## src/rtl/spi_word_rx.sv

```systemverilog
// SPI receive deserializer: shifts din into WIDTH-bit words on each en strobe.
// Frames on cs_n and hands words out over a single-slot valid/ready port.
module spi_word_rx #(
    parameter int WIDTH     = 8,
    parameter bit MSB_FIRST = 1'b1,
    parameter int CNT_W     = 8
) (
    input  logic             clk,
    input  logic             rst,
    input  logic             en,
    input  logic             din,
    input  logic             cs_n,
    output logic [WIDTH-1:0] dout,
    output logic             dout_valid,
    input  logic             dout_ready,
    output logic [CNT_W-1:0] word_cnt,
    output logic             frame_done,
    output logic             frame_err,
    output logic             overrun,
    input  logic             ovr_clr
);

    localparam int BCW = $clog2(WIDTH);
    localparam logic [BCW-1:0]   LAST_BIT = BCW'(WIDTH - 1);
    localparam logic [CNT_W-1:0] CNT_MAX  = '1;

    typedef enum logic {IDLE, SHIFT} state_t;

    state_t           state_q;
    logic [WIDTH-1:0] sr_q;
    logic [WIDTH-1:0] sr_d;
    logic [BCW-1:0]   bit_cnt_q;
    logic [WIDTH-1:0] dout_q;
    logic             dout_valid_q;
    logic [CNT_W-1:0] word_cnt_q;
    logic             frame_done_q;
    logic             frame_err_q;
    logic             overrun_q;
    logic             slot_free;

    // sr_d is the shift register with the current din already included,
    // so on the last bit of a word it is the completed word itself.
    always_comb begin
        sr_d = sr_q;
        if (MSB_FIRST) begin
            sr_d = {sr_q[WIDTH-2:0], din};
        end else begin
            sr_d = {din, sr_q[WIDTH-1:1]};
        end
    end

    assign slot_free = !dout_valid_q || dout_ready;

    always_ff @(posedge clk or negedge rst) begin
        if (!rst) begin
            state_q      <= IDLE;
            sr_q         <= '0;
            bit_cnt_q    <= '0;
            dout_q       <= '0;
            dout_valid_q <= 1'b0;
            word_cnt_q   <= '0;
            frame_done_q <= 1'b0;
            frame_err_q  <= 1'b0;
            overrun_q    <= 1'b0;
        end else begin
            frame_done_q <= 1'b0;
            frame_err_q  <= 1'b0;
            if (dout_valid_q && dout_ready) begin
                dout_valid_q <= 1'b0;
            end
            // Clear first so a same-cycle overrun set below takes priority.
            if (ovr_clr) begin
                overrun_q <= 1'b0;
            end

            case (state_q)
                IDLE: begin
                    if (!cs_n) begin
                        state_q    <= SHIFT;
                        bit_cnt_q  <= '0;
                        sr_q       <= '0;
                        word_cnt_q <= '0;
                    end
                end
                SHIFT: begin
                    if (cs_n) begin
                        state_q      <= IDLE;
                        frame_done_q <= 1'b1;
                        frame_err_q  <= (bit_cnt_q != '0);
                        bit_cnt_q    <= '0;
                    end else if (en) begin
                        sr_q <= sr_d;
                        if (bit_cnt_q == LAST_BIT) begin
                            bit_cnt_q <= '0;
                            if (slot_free) begin
                                dout_q       <= sr_d;
                                dout_valid_q <= 1'b1;
                                if (word_cnt_q != CNT_MAX) begin
                                    word_cnt_q <= word_cnt_q + CNT_W'(1);
                                end
                            end else begin
                                overrun_q <= 1'b1;
                            end
                        end else begin
                            bit_cnt_q <= bit_cnt_q + BCW'(1);
                        end
                    end
                end
                default: state_q <= IDLE;
            endcase
        end
    end

    assign dout       = dout_q;
    assign dout_valid = dout_valid_q;
    assign word_cnt   = word_cnt_q;
    assign frame_done = frame_done_q;
    assign frame_err  = frame_err_q;
    assign overrun    = overrun_q;

endmodule
```

## config.mk

```make
export PLATFORM = sky130hd
export DESIGN_NAME = spi_word_rx
export DESIGN_NICKNAME = d
export VERILOG_FILES = /design/src/rtl/spi_word_rx.sv
export SDC_FILE = /design/constraint.sdc
export NUM_CORES = 1
export LEC_CHECK = 0
export ABC_AREA = 1
export CAP_MARGIN = 20
export CORE_MARGIN = 1
export CORE_UTILIZATION = 30
export CTS_CLUSTER_SIZE = 8
export DETAILED_ROUTE_END_ITERATION = 10
export SYNTH_ARGS = -nofsm -noshare
export SYNTH_HDL_FRONTEND = slang
export SYNTH_SLANG_ARGS = --single-unit
export TNS_END_PERCENT = 5
```

## constraint.sdc

```tcl
create_clock -name clk -period 2.85 [get_ports clk]
set_input_delay 0.285 -clock clk [delete_from_list [all_inputs] [get_ports clk]]
set_output_delay 0.285 -clock clk [all_outputs]
set_load 0.02 [all_outputs]
```

==> results.yml <==
setup_path:
  crit_chain: "ha_1 -> ha_1 -> nand2_1 -> nand3b_4 -> nand2_1 -> nand2_2 -> inv_1 -> nand2_1 -> nand2_1"
  cpMostUsedCell: "nand2_1"
  path_max_fanout: 16
  startpoint_type: "flop"
  cpMaxStageDelayCell: "dfrtp_1"
  criticalPathCategory: "flop to flop"
  crit_required_ps: 3030
  crit_path_end_kind: "flop"
  max_stage_delay_ps: 400
  arrival_ps: 1930
placement:
  placed_area_mm2: 0.00175
  dpl.hpwl_mm: 1.96
  gp_congestion: 0.765
  port_buffers: 26
grt:
  grt_max_degree: 32
  grt_pass1_wl_mm: 4.98
  overflow: 0
  grt_pass1_vias: 1048
  antenna_found_initial: 0
  grtUsageTotal: 0.128
min_path:
  hold_class: "primary input to asynchronous set/reset pin"
timing:
  holdWs_ps: 390
  tightestPinTransition_ps: 553
  clock_skew_ps: 8.10
  final-max-slew-violation-count: 0
  setup_tns_ps: 0
  maxSlewHeadroom: 0.631
  fmax_ghz: 0.570
  grt_setup_unrepaired: "false"
  fin_crit_ps: 1750
  hold_viol: 0
  min_period_over_period: 0.616
  finalSetupViolCount: 0
die:
  core-area_mm2: 0.00450
  die_y_um: 71.5
  io_pins: 27
  dieArea_mm2: 0.00511
  die_w_um: 71.5
  placementRows: 24
  initial_core_util: 0.321
clock_tree:
  cts_tree: "built"
  post_cts_resized: 0
  clk_latency_ps: 290
  cts_buffer_depth: 2
  cts_inserted_buffers: 5
  cts.sinks: 31
  clk_pin_slew_ps: 70
  cts_max_level: 2
  cts_post_setup_buffers_inserted: 0
  holdBufCountCts: 0
  cts_root_buf: "clkbuf_8"
synth:
  ys_types: 19
  synthCells: 164
  yosysMostFrequentCell: "nand2_1"
  syn_area_mm2: 0.00145
  synth.top_cell.area_share: 0.536
  synth-edff-count: 0
  synthesis.nets: 176
  synth_flop_cell: "dfrtp_1"
  yosys-top-cells-count: "48 x nand2_1, 31 x dfrtp_1, 21 x inv_1, 14 x o21ai_0, 12 x nand3_1"
  async_flop_share: 1.00
  ys_seq_elements: 31
  synthTopCellsByArea: "dfrtp_1 54%, nand2_1 12%, inv_1 5.4%"
  synth_largest_area_cell: "dfrtp_1"
  syn_area_per_cell_um2: 8.83
  seq_area_frac_synth: 0.536
  yosys_warnings: 0
finish:
  antenna_cells: 0
  drive_gt1_frac: 0.0821
  area_growth_pct: 26.9
  fin_area_mm2: 0.00184
  final_util: 0.408
  layout.nets: 206
run:
  cap_violations: 0
power_and_ir_drop:
  vdd_drop_max_v: 0.000185
  power_density_mw_per_mm2: 512
  leakage_nw: 0.843
  power_mw: 0.941
drt:
  drt-total-wl_mm: 2.80
  first_pass_iters: 4
  drtAntennaViolNets: 0
  dr_total_vias: 1131
  dr.first_iter.drc_count: 67
  avgRoutedWirePerCell_um: 11.4
  avgViaCountPerCell: 4.58
  drc: 0
run_status:
  status: "finished, final reports clean"
## kinds of logic after synthesis
| family | Yosys count | synth area share |
|---|---|---|
| DFF | 31 | 0.536 |
| AOI/OAI and AO/OA | 29 | 0.118 |
| buffers and inverters | 25 | 0.0769 |
| adders and majority gates | 5 | 0.0432 |
| and+or+nand+nor | 74 | 0.226 |
## metrics by stage
stage / setup WS [ps] / instances
2_1_floorplan: 1400 / 164
3_3_place_gp: 1050 / 239
3_5_place_dp: 1000 / 239
4_1_cts: 1090 / 247
5_1_grt: 907 / 247
6_report: 1100 / 247
## layer usage
metal / track usage / up-vias / share of wire
met5: 0 / - / 0
met4: 0.0654 / 0 / 0.024
met3: 0.0450 / 6 / 0.041
met2: 0.178 / 21 / 0.44
met1: 0.175 / 520 / 0.50
li1: - / 584 / -
## path summary, 6_finish.rpt
| kind | from | endpoint | slack (ps) | cells after the start |
|---|---|---|---|---|
| setup / recovery | bit_cnt_q[0]$_DFFE_PN0P_ | word_cnt[2]$_DFFE_PN0P_ | 1100 | 9 |
| hold / removal | rst | sr_q[4]$_DFFE_PN0P_ | 390 | 2 |
| setup reg to reg | bit_cnt_q[0]$_DFFE_PN0P_ | word_cnt[2]$_DFFE_PN0P_ | 1100 | 9 |
| hold reg to reg | dout[7]$_DFFE_PN0P_ | dout[7]$_DFFE_PN0P_ | 480 | 2 |
| max in group asynchronous | rst | sr_q[5]$_DFFE_PN0P_ | 2180 | 2 |
| min in group clk | dout[7]$_DFFE_PN0P_ | dout[7]$_DFFE_PN0P_ | 480 | 2 |
## placed cells by master (no fill, tap or decap), types with 2 or more instances in the layout
master	n
o21ai_0	14
o21bai_1	3
nand3_1	12
clkdlybuf4s50_1	26
clkinvlp_4	2
inv_1	21
o22ai_1	6
o21ai_2	3
dfrtp_1	31
nand2_1	48
nor2_1	8
o21ai_1	2
clkbuf_8	5
nand2_2	2
ha_1	5
## final cells by class
class | instances | area [um2]
clock inverters | 3 | 20.0
inverters | 21 | 78.8
clock buffers | 5 | 68.8
repair buffers | 27 | 268
fillers | 468 | 2670
well taps | 52 | 65.1
flip-flops and latches | 31 | 776
multi-input cells | 108 | 561
## where the power goes
part           internal (mW)  total, mW  switching, mW  leakage (nW)
Clock                  0.169      0.342          0.172        0.0402
Combinational         0.0518      0.118         0.0664         0.385
Sequential             0.461      0.481         0.0203         0.418
## state kept, by name (all words and copies together) (netlist names)
register	flops
bit_cnt_q	3
dout	8
dout_valid	1
frame_done	1
frame_err	1
overrun	1
sr_q	7
state_q	1
word_cnt	8
## critical path, delay by kind of cell, from the launching register on
family | cells | cell delay [ps]
and+or+nand+nor | 6 | 740
DFF | 1 | 400
adders and majority gates | 2 | 430
buffers and inverters | 1 | 100
Power figures use the tool's default switching activity.
